--- config.mk ---
export PLATFORM = sky130hd
export DESIGN_NAME = selfcomp_leak_monitor
export DESIGN_NICKNAME = d
export VERILOG_FILES = /design/src/rtl/selfcomp_leak_monitor.sv
export SDC_FILE = /design/constraint.sdc
export NUM_CORES = 1
export LEC_CHECK = 0
export BUFFER_PORTS_ARGS = -buffer_cell sky130_fd_sc_hd__buf_4
export CORE_ASPECT_RATIO = 0.5
export CORE_MARGIN = 2
export CORE_UTILIZATION = 42
export DETAILED_ROUTE_END_ITERATION = 12
export HOLD_SLACK_MARGIN = 0.02
export PLACE_DENSITY = 0.6
export REMOVE_ABC_BUFFERS = 1
export SLEW_MARGIN = 20
export SYNTH_ARGS = -nofsm -noshare
export SYNTH_HDL_FRONTEND = slang
export SYNTH_SLANG_ARGS = --single-unit
--- constraint.sdc ---
create_clock -name clock -period 3 [get_ports clock]
set_input_delay 0 -clock clock [delete_from_list [all_inputs] [get_ports clock]]
set_output_delay 0 -clock clock [all_outputs]
set_load 0.02 [all_outputs]
--- src/rtl/selfcomp_leak_monitor.sv ---
// rtl/selfcomp_leak_monitor.sv - timing/result divergence monitor for two redundant SE copies
//
// Purpose: issues one instruction to two SE copies at once, then measures how
// many cycles each copy needs to complete and captures both results. Once both
// copies have completed or timed out, the monitor judges the transaction. Any
// difference raises sticky leak status.
//
// Ports:
//   clock, reset (async active-low), clear (sync clear of status/counters)
//   issue_valid / issue_ready         : issue handshake, ready only in IDLE
//   validOne/validTwo, resultOne/Two  : per-copy completion and 128-bit result
//   out_ready                         : consumer ready shared by both copies
//   lat_one/lat_two                   : latencies of the last judged transaction
//   done                              : one-cycle pulse in the REPORT cycle
//   leak, leak_cause[2:0]             : sticky {timeout, result, timing} causes
//   txn_count                         : judged transactions, wraps at 16 bits
module selfcomp_leak_monitor #(
  parameter int unsigned MAX_LAT      = 255,
  parameter bit          CHECK_RESULT = 1'b1
) (
  input  logic         clock,
  input  logic         reset,
  input  logic         clear,
  input  logic         issue_valid,
  output logic         issue_ready,
  input  logic         validOne,
  input  logic         validTwo,
  input  logic [127:0] resultOne,
  input  logic [127:0] resultTwo,
  input  logic         out_ready,
  output logic [7:0]   lat_one,
  output logic [7:0]   lat_two,
  output logic         done,
  output logic         leak,
  output logic [2:0]   leak_cause,
  output logic [15:0]  txn_count
);

  localparam logic [7:0] MaxLat = 8'(MAX_LAT);

  // WAIT_ONE: copy two is done, still waiting for copy one; WAIT_TWO mirrors it.
  typedef enum logic [2:0] {IDLE, WAIT_BOTH, WAIT_ONE, WAIT_TWO, REPORT} state_e;

  state_e         state_q, state_d;
  logic [7:0]     cnt_q, cnt_d;
  logic [7:0]     cap_lat1_q, cap_lat1_d, cap_lat2_q, cap_lat2_d;
  logic [127:0]   res1_q, res1_d, res2_q, res2_d;
  logic [7:0]     lat1_q, lat1_d, lat2_q, lat2_d;
  logic           done_q, done_d;
  logic [2:0]     cause_q, cause_d;
  logic [15:0]    txn_q, txn_d;

  logic           fire, in_wait, need1, need2, comp1, comp2, miss1, miss2;
  logic           timeout, finish;
  logic [7:0]     fin_lat1, fin_lat2;
  logic [127:0]   fin_res1, fin_res2;
  logic [2:0]     new_cause;

  assign fire    = issue_valid && (state_q == IDLE);
  assign in_wait = state_q inside {WAIT_BOTH, WAIT_ONE, WAIT_TWO};
  assign need1   = (state_q == WAIT_BOTH) || (state_q == WAIT_ONE);
  assign need2   = (state_q == WAIT_BOTH) || (state_q == WAIT_TWO);
  assign comp1   = need1 && validOne && out_ready;
  assign comp2   = need2 && validTwo && out_ready;
  assign miss1   = need1 && !comp1;
  assign miss2   = need2 && !comp2;
  assign timeout = in_wait && (cnt_q == MaxLat) && (miss1 || miss2);
  assign finish  = in_wait && ((!miss1 && !miss2) || timeout);

  // Final per-copy view for the judging edge: a copy completing this cycle uses
  // the live counter/result, a copy still missing at timeout reads MAX_LAT, and
  // a copy that finished earlier uses its captured values.
  assign fin_lat1 = comp1 ? cnt_q : (miss1 ? MaxLat : cap_lat1_q);
  assign fin_lat2 = comp2 ? cnt_q : (miss2 ? MaxLat : cap_lat2_q);
  assign fin_res1 = comp1 ? resultOne : res1_q;
  assign fin_res2 = comp2 ? resultTwo : res2_q;
  // Results are not compared after a timeout: one of them was never produced.
  assign new_cause = {timeout,
                      CHECK_RESULT && !timeout && (fin_res1 != fin_res2),
                      fin_lat1 != fin_lat2};

  // State register
  always_ff @(posedge clock or negedge reset) begin
    if (!reset) state_q <= IDLE;
    else        state_q <= state_d;
  end

  // Next-state logic
  always_comb begin
    state_d = state_q;
    case (state_q)
      IDLE:      if (fire) state_d = WAIT_BOTH;
      WAIT_BOTH: begin
        if (finish)     state_d = REPORT;
        else if (comp1) state_d = WAIT_TWO;
        else if (comp2) state_d = WAIT_ONE;
      end
      WAIT_ONE,
      WAIT_TWO:  if (finish) state_d = REPORT;
      REPORT:    state_d = IDLE;
      default:   state_d = IDLE;
    endcase
    if (clear) state_d = IDLE;
  end

  // Output logic
  always_comb begin
    issue_ready = (state_q == IDLE);
  end

  // Datapath next-state
  always_comb begin
    cnt_d      = cnt_q;
    cap_lat1_d = cap_lat1_q;
    cap_lat2_d = cap_lat2_q;
    res1_d     = res1_q;
    res2_d     = res2_q;
    lat1_d     = lat1_q;
    lat2_d     = lat2_q;
    done_d     = 1'b0;
    cause_d    = cause_q;
    txn_d      = txn_q;
    if (clear) begin
      cnt_d   = 8'd0;
      lat1_d  = 8'd0;
      lat2_d  = 8'd0;
      cause_d = 3'd0;
      txn_d   = 16'd0;
    end else begin
      // Loading 1 on fire makes the counter read k in cycle fire+k.
      if (fire)         cnt_d = 8'd1;
      else if (in_wait) cnt_d = (cnt_q == MaxLat) ? cnt_q : cnt_q + 8'd1;
      else              cnt_d = 8'd0;
      if (comp1) begin
        cap_lat1_d = cnt_q;
        res1_d     = resultOne;
      end
      if (comp2) begin
        cap_lat2_d = cnt_q;
        res2_d     = resultTwo;
      end
      // Status updates on the edge entering REPORT so they are visible with done.
      if (finish) begin
        lat1_d  = fin_lat1;
        lat2_d  = fin_lat2;
        cause_d = cause_q | new_cause;
        txn_d   = txn_q + 16'd1;
        done_d  = 1'b1;
      end
    end
  end

  always_ff @(posedge clock or negedge reset) begin
    if (!reset) begin
      cnt_q      <= 8'd0;
      cap_lat1_q <= 8'd0;
      cap_lat2_q <= 8'd0;
      res1_q     <= 128'd0;
      res2_q     <= 128'd0;
      lat1_q     <= 8'd0;
      lat2_q     <= 8'd0;
      done_q     <= 1'b0;
      cause_q    <= 3'd0;
      txn_q      <= 16'd0;
    end else begin
      cnt_q      <= cnt_d;
      cap_lat1_q <= cap_lat1_d;
      cap_lat2_q <= cap_lat2_d;
      res1_q     <= res1_d;
      res2_q     <= res2_d;
      lat1_q     <= lat1_d;
      lat2_q     <= lat2_d;
      done_q     <= done_d;
      cause_q    <= cause_d;
      txn_q      <= txn_d;
    end
  end

  assign lat_one    = lat1_q;
  assign lat_two    = lat2_q;
  assign done       = done_q;
  assign leak_cause = cause_q;
  assign leak       = |cause_q;
  assign txn_count  = txn_q;

endmodule

==> out/qor.tcl, run 1 <==
set qor(outcome) {finished, final reports clean}
set qor(via_count) 15146
set qor(timing.critical_path.arrival_ns) 3.27
set qor(first_global_vias) 15182
set qor(worst_clock_skew_ns) 0.0211
set qor(r2r-start) {state_q[1]}
set qor(dpl-instance-area_sq_um) 21300
set qor(cts.clk_slew.worst_paths_ns) 0.07
set qor(synth_edf_count) 0
set qor(post_synth_instance_area_sq_um) 18000
set qor(timing.final.crit_period_ns) 2.89
set qor(post_drt_wl_per_cell_microns) 18.8
set qor(timing.final.max_slew_violations) 0
set qor(maxCapViolations) 0
set qor(syn_to_final_growth_pct) 42.0
set qor(cp-end-kind) {flip-flop}
set qor(pin_count_of_the_biggest_net_entering_global_routing) 95
set qor(setup.worst_path.class) {flip-flop to flip-flop}
set qor(totalPowerFinal_mw) 15.3
set qor(final.period_utilization) 0.964
set qor(tightestPinTransition_ns) 0.787
set qor(max-slew-margin-rel) 0.475
set qor(post-route-drc-count) 0
set qor(setup-tns-final_ns) 0
set qor(half_perimeter_wire_length_of_the_detailed_placement_result_mm) 33.9
set qor(initial_utilization) 0.428
set qor(synth_ff_type) {dfrtp_1}
set qor(path_max_fanout) 33
set qor(timing.critical_path.max_delay_family) {simple AND/OR/NAND/NOR gates}
set qor(nNetsFinal) 2481
set qor(r2r.worst_path.cells) 11
set qor(synth_top_area_share) 0.443
set qor(final-hold-violation-count) 0
set qor(slack_of_the_worst_reg_to_reg_path_ns) 0.11
set qor(share_of_the_yosys_chip_area_belonging_to_registers) 0.443
set qor(yosys_warnings) 0
set qor(ys_seq_elements) 319
set qor(fin_cells) 2825
set qor(synthDistinctLibCells) 44
set qor(hold_path_class) {primary input to async pin}
set qor(worstPathCellList) {xor2_4 > buf_12 > buf_16 > and3_1 > o21a_1 > nor4b_4 > nand4_1 > nor4_2 > buf_4 > and4_1 > o32ai_1}
set qor(final_core_util) 0.607
set qor(total_clock_buffers_created_by_cts) 34
set qor(dp_cells) 2480
set qor(detailedRoute.firstPassIterationCount) 6
set qor(core-area_sq_um) 42200
set qor(grt_overflow_total) 0
set qor(synth.avg_cell_area_sq_um) 10.9
set qor(clock_tree_from_tritoncts) {yes}
set qor(leakage_nw) 12.1
set qor(grt_first_pass_wirelength_mm) 80.0
set qor(synthesis.instances) 1652
set qor(cts_max_level) 2
set qor(post_synth_main_area_contributors) {dfrtp_1 (44%), mux2_2 (17%), mux2i_1 (7.1%)}
set qor(yosys.area.top_type) {dfrtp_1}
set qor(r2r-end) {leak_cause[1]}
set qor(clock_tree.buffer_depth) 3
set qor(buf_inv_stages_crit_path) 3
set qor(die_area_sq_um) 44700
set qor(site_row_count) 53
set qor(grtUsageTotal) 0.222
set qor(peakVddDrop_mv) 0.381
set qor(crit_path_start_kind) {flip-flop}
set qor(setup-violations-final) 0
set qor(timing.fmax_mhz) 346
set qor(finalWeightedCongestion) 0.790
set qor(final_antenna_net_count) 0
set qor(clock-sinks) 319
set qor(ys_async_sr_fraction) 1.00
set qor(ctsRootBufferMaster) {clkbuf_16}
set qor(grt_antenna_before_repair) 8
set qor(power_density_nw_per_um2) 598
set qor(pin_count) 301
set qor(post-route-cell-area_sq_um) 25600
set qor(die-height_microns) 151
set qor(floorplan_die_width_microns) 297
set qor(worst-endpoint-required_ns) 3.38
set qor(drive_gt1_frac) 0.336
set qor(dr.first_iter.drc_count) 777
set qor(crit_path_top_delay_cell) {dfrtp_2}
set qor(clk-insertion-delay-late_ns) 0.52
set qor(vias_per_cell) 5.36
set qor(drt_wl_total_mm) 53.1
set qor(cp_slowest_stage_delay_ns) 0.44
set qor(placement.io_buffers) 300
metal layers:
metal	GRT usage	vias to the layer above	share of wire	wire length [microns]
met5	0	-	0	0
met4	0.0811	0	0.030	1570
met3	0.0291	106	0.029	1560
met2	0.403	240	0.51	27000
met1	0.274	7489	0.43	23000
li1	-	7311	-	-
how the worst max path moves through the flow:
stage / from / endpoint / slack (ns) / depth (start not counted)
floorplan: state_q[0] / cap_lat2_q[0] / -12.70 / 3
global placement: state_q[0] / leak_cause[1] / -0.18 / 11
detailed placement: state_q[0] / leak_cause[1] / -0.18 / 11
CTS: state_q[0] / leak_cause[1] / 0.02 / 11
global route: state_q[2] / leak_cause[1] / -0.000008 / 12
finish: state_q[1] / leak_cause[1] / 0.11 / 11
cell type report:
type,instances,area [sq um]
repair buffers,645,6070
clock buffers,51,1020
diodes,9,22.5
clock inverters,8,75.1
inverters,3,11.3
multi-input cells,1213,9710
flip-flops and latches,319,7990
fillers,3517,16600
well taps,577,722
kinds of logic (layout without fill, tap and decap cells):
kind of cell    after synthesis  in the layout  share of synthesized area
fa+ha+maj                     2              2                    0.00139
xor+xnor                     24             24                     0.0127
flops                       319            319                      0.443
buf+inv                     120            707                     0.0337
mux                         400            400                      0.241
compound gates              314            314                      0.116
other cells                   0              9                          0
simple gates                473            473                      0.153
where the power goes:
group	internal (mW)	switching, mW
clock	2.43	1.83
combinational	2.88	2.17
sequential	5.46	0.548
per-stage QoR:
| stage | worst slack (ns) | hold slack [ns] |
|---|---|---|
| 2_1_floorplan | -12.70 | -0.296 |
| 3_3_place_gp | -0.179 | 0.0980 |
| 3_5_place_dp | -0.177 | 0.0919 |
| 4_1_cts | 0.0228 | 0.114 |
| 5_1_grt | -0.00000799 | 0.166 |
| 6_report | 0.109 | 0.103 |
worst register-to-register path: cells and delay by family, from the launching register on:
family,cells,cell delay (ns)
DFF,1,0.44
AOI/OAI and AO/OA,2,0.31
xor gates and xnor gates,1,0.20
and+or+nand+nor,5,1.27
buffers and inverters,3,0.54
cells in the final DEF (no fill, tap or decap), types with 30 or more instances in the layout:
master and instances:
dfrtp_1 317, nor2_1 56, nand2_1 30, buf_4 339
nor4b_1 38, nor3_1 134, mux2_2 272, mux2i_1 117
a21boi_1 42, a21boi_0 87, o21a_1 65, o21ai_0 72
clkbuf_16 42, and3_1 132, dlygate4sd3_1 262
cell usage after synthesis (30+ instances only):
| master | count |
|---|---|
| nor2_1 | 57 |
| mux2i_1 | 128 |
| o21ai_0 | 72 |
| dfrtp_1 | 319 |
| clkbuf_1 | 61 |
| a21boi_0 | 88 |
| nand2_1 | 30 |
| o21a_1 | 65 |
| a21boi_1 | 41 |
| buf_2 | 35 |
| and3_1 | 132 |
| nor3_1 | 134 |
| mux2_2 | 272 |
| nor4b_1 | 62 |
state kept, by name, indices dropped and copies added, names as in the netlist:
| signal | flops |
|---|---|
| done | 1 |
| cap_lat2_q | 8 |
| lat_one | 8 |
| leak_cause | 3 |
| res2_q | 128 |
| state_q | 3 |
| lat_two | 8 |
| cnt_q | 8 |
| txn_count | 16 |
| cap_lat1_q | 8 |
| res1_q | 128 |
what timing repair did:
item                       in CTS  in global routing
hold endpoints to repair      385                  0
pin swaps                       0                  9
hold buffers                  262                  0
setup endpoints to repair       1                  1
buffers inserted                0                  6
resized for setup               7                 49
cloned                          0                  9
No activity file was read; power rests on OpenSTA's default activity.
==> run 2, diff against run 1 <==
- CELL_PAD_IN_SITES_DETAIL_PLACEMENT: not set -> 0
- CELL_PAD_IN_SITES_GLOBAL_PLACEMENT: not set -> 1
- PLACE_DENSITY: 0.6 -> 0.74
- clock period: 3 -> 3.12 ns (I/O delays scaled with it)
==> run 2 against run 1 <==
Compared with the run above: flip-flop and latch count is the same; setup slack got worse by 0.021 ns; combinational power is 4.2% lower; cell area fell by 0.75%; sequential power down 3.8%; die area unchanged; non-clock buffer count is 3 lower; clock power fell by 5.4%; core utilization decreased by 0.45 points; largest cell class unchanged; largest power group unchanged.
==> out/qor.tcl, run 2 (synthesis gave the netlist of run 1 again) <==
set qor(setup-violations-final) 0 ;# unchanged
set qor(power_density_nw_per_um2) 576 ;# was 598 nW/um^2
set qor(timing.final.crit_period_ns) 3.03 ;# was 2.89 ns
set qor(timing.fmax_mhz) 330 ;# was 346 MHz
set qor(timing.critical_path.max_delay_family) {simple AND/OR/NAND/NOR gates} ;# unchanged
set qor(max-slew-margin-rel) 0.494 ;# was 0.475
set qor(final-hold-violation-count) 0 ;# unchanged
set qor(clock_tree_from_tritoncts) {yes} ;# unchanged
set qor(maxCapViolations) 0 ;# unchanged
set qor(site_row_count) 53 ;# unchanged
set qor(die-height_microns) 151 ;# unchanged
set qor(cp_slowest_stage_delay_ns) 0.44 ;# about the same
set qor(floorplan_die_width_microns) 297 ;# unchanged
set qor(core-area_sq_um) 42200 ;# unchanged
set qor(layout_setup_ws_ns) 0.0875 ;# was 0.109 ns
set qor(peakVddDrop_mv) 0.351 ;# was 0.381 mV
set qor(setup.worst_path.class) {flip-flop to flip-flop} ;# unchanged
set qor(crit_path_start_kind) {flip-flop} ;# unchanged
set qor(worst_clock_skew_ns) 0.0187 ;# was 0.0211 ns
set qor(grtUsageTotal) 0.222 ;# about the same
set qor(drive_gt1_frac) 0.338 ;# was 0.336
set qor(half_perimeter_wire_length_of_the_detailed_placement_result_mm) 33.4 ;# was 33.9 mm
set qor(cp-end-kind) {flip-flop} ;# unchanged
set qor(drt_wl_total_mm) 53.6 ;# was 53.1 mm
set qor(outcome) {finished, final reports clean} ;# unchanged
set qor(leakage_nw) 12.1 ;# about the same
set qor(dr.first_iter.drc_count) 759 ;# was 777
set qor(vias_per_cell) 5.36 ;# about the same
set qor(clock-sinks) 319 ;# unchanged
set qor(via_count) 15076 ;# was 15146
set qor(hold_path_class) {primary input to flip-flop} ;# was primary input to async pin
set qor(setup-tns-final_ns) 0 ;# unchanged
set qor(grt_antenna_before_repair) 3 ;# was 8
set qor(ctsRootBufferMaster) {clkbuf_16} ;# unchanged
set qor(most-common-layout-cells) {buf_4 (349), dfrtp_1 (317), mux2_2 (272)} ;# was buf_4 (339), dfrtp_1 (317), mux2_2 (272)
set qor(post_drt_wl_per_cell_microns) 19.0 ;# was 18.8 microns
set qor(tightestPinTransition_ns) 0.759 ;# was 0.787 ns
set qor(grt_first_pass_wirelength_mm) 79.4 ;# was 80.0 mm
set qor(final_antenna_net_count) 0 ;# unchanged
set qor(grt_overflow_total) 0 ;# unchanged
set qor(detailedRoute.firstPassIterationCount) 5 ;# was 6
set qor(clk-insertion-delay-late_ns) 0.53 ;# was 0.52 ns
set qor(timing.final.max_slew_violations) 0 ;# unchanged
set qor(worst-endpoint-required_ns) 3.48 ;# was 3.38 ns
set qor(timing.critical_path.arrival_ns) 3.40 ;# was 3.27 ns
set qor(critical_path.most_common_cell) {buf_4}
set qor(clock_tree.buffer_depth) 3 ;# unchanged
set qor(cts_max_level) 2 ;# unchanged
set qor(total_clock_buffers_created_by_cts) 34 ;# unchanged
set qor(mostFrequentLayoutCell) {buf_4} ;# unchanged
set qor(die_area_sq_um) 44700 ;# unchanged
set qor(placement.io_buffers) 300 ;# unchanged
set qor(cts.clk_slew.worst_paths_ns) 0.06 ;# was 0.07 ns
set qor(layout.filler_cells) 3523 ;# was 3517
set qor(finalWeightedCongestion) 0.775 ;# was 0.790
set qor(path_max_fanout) 37 ;# was 33
set qor(initial_utilization) 0.428 ;# unchanged
set qor(syn_to_final_growth_pct) 41.0 ;# was 42.0%
set qor(detailedPlace.worstSlack_ns) -0.233 ;# was -0.177 ns
set qor(first_global_vias) 14824 ;# was 15182
set qor(buf_inv_stages_crit_path) 4 ;# was 3
set qor(nNetsFinal) 2478 ;# was 2481
set qor(pin_count_of_the_biggest_net_entering_global_routing) 109 ;# was 95
set qor(worstPathCellList) {and3b_4 > buf_12 > buf_4 > clkbuf_16 > a21boi_1 > o21a_1 > nor4b_1 > nand4_1 > nor4_2 > buf_4 > and4_1 > o32ai_1} ;# was xor2_4 > buf_12 > buf_16 > and3_1 > o21a_1 > nor4b_4 > nand4_1 > nor4_2 > buf_4 > and4_1 > o32ai_1
set qor(pin_count) 301 ;# unchanged
set qor(final.period_utilization) 0.972 ;# was 0.964
set qor(crit_path_top_delay_cell) {dfrtp_2} ;# unchanged
set qor(final_core_util) 0.603 ;# was 0.607
set qor(post-route-drc-count) 0 ;# unchanged
==> run 2: per-layer routing <==
layer  up-vias  global-route usage  routed length [microns]
li1       7272                   -                        -
met1      7428               0.277                    23200
met2       266               0.397                    27000
met3       110              0.0289                     1590
met4         0              0.0866                     1850
met5         -                   0                        0
==> run 2: stage by stage <==
step,hold WS [ns],cell area (sq um),cells,power [mW]
final,0.0594,25400,2815,14.6
after global routing,0.0864,25400,2815,15.5
after CTS,0.0347,24800,2791,14.4
after detailed placement,-0.0573,21100,2472,10.1
after global placement,-0.0618,21100,2472,9.93
after floorplan,-0.296,17400,1535,8.88
==> run 2: path summary, 6_finish.rpt <==
kind | from | endpoint | cells after the start | slack, ns
worst min-delay path | validTwo | state_q[1] | 5 | 0.06
max in group asynchronous | reset | res1_q[105] | 3 | 2.46
worst max register to register | state_q[2] | leak_cause[1] | 12 | 0.09
worst min register to register | res1_q[41] | res1_q[41] | 1 | 0.50
min in group asynchronous | reset | res1_q[65] | 3 | 0.10
worst max-delay path | state_q[2] | leak_cause[1] | 12 | 0.09
==> run 2: area by class of cell <==
class	instances	area (sq um)	area share
multi-input cells	1213	9730	0.383
flip-flops and latches	319	7990	0.314
repair buffers	642	5910	0.232
clock buffers	47	971	0.0382
well taps	577	722	0.0284
clock inverters	11	93.8	0.00369
inverters	3	11.3	0.000443
diodes	3	7.51	0.000295
==> run 2: where the power goes <==
| part | switching (mW) | internal, mW | total (mW) |
|---|---|---|---|
| registers | 0.527 | 5.25 | 5.77 |
| logic | 2.10 | 2.74 | 4.84 |
| clock network | 1.76 | 2.27 | 4.03 |
| total | 4.39 | 10.3 | 14.6 |
==> run 2: repair_timing <==
item                                    CTS  global route
gates resized for setup                   4            49
gates cloned                              0             9
pin swaps                                 1            14
buffers inserted                          0            12
hold buffers                            261             0
endpoints found under the setup margin    1             1
endpoints found under the hold margin   615             0
==> run 2: tightest hold or removal path: stages <==
cell and delay, ns:
buf_4 0.10, o21ai_0 0.10, nand2b_1 0.08, a21oi_1 0.06, nor3_1 0.17
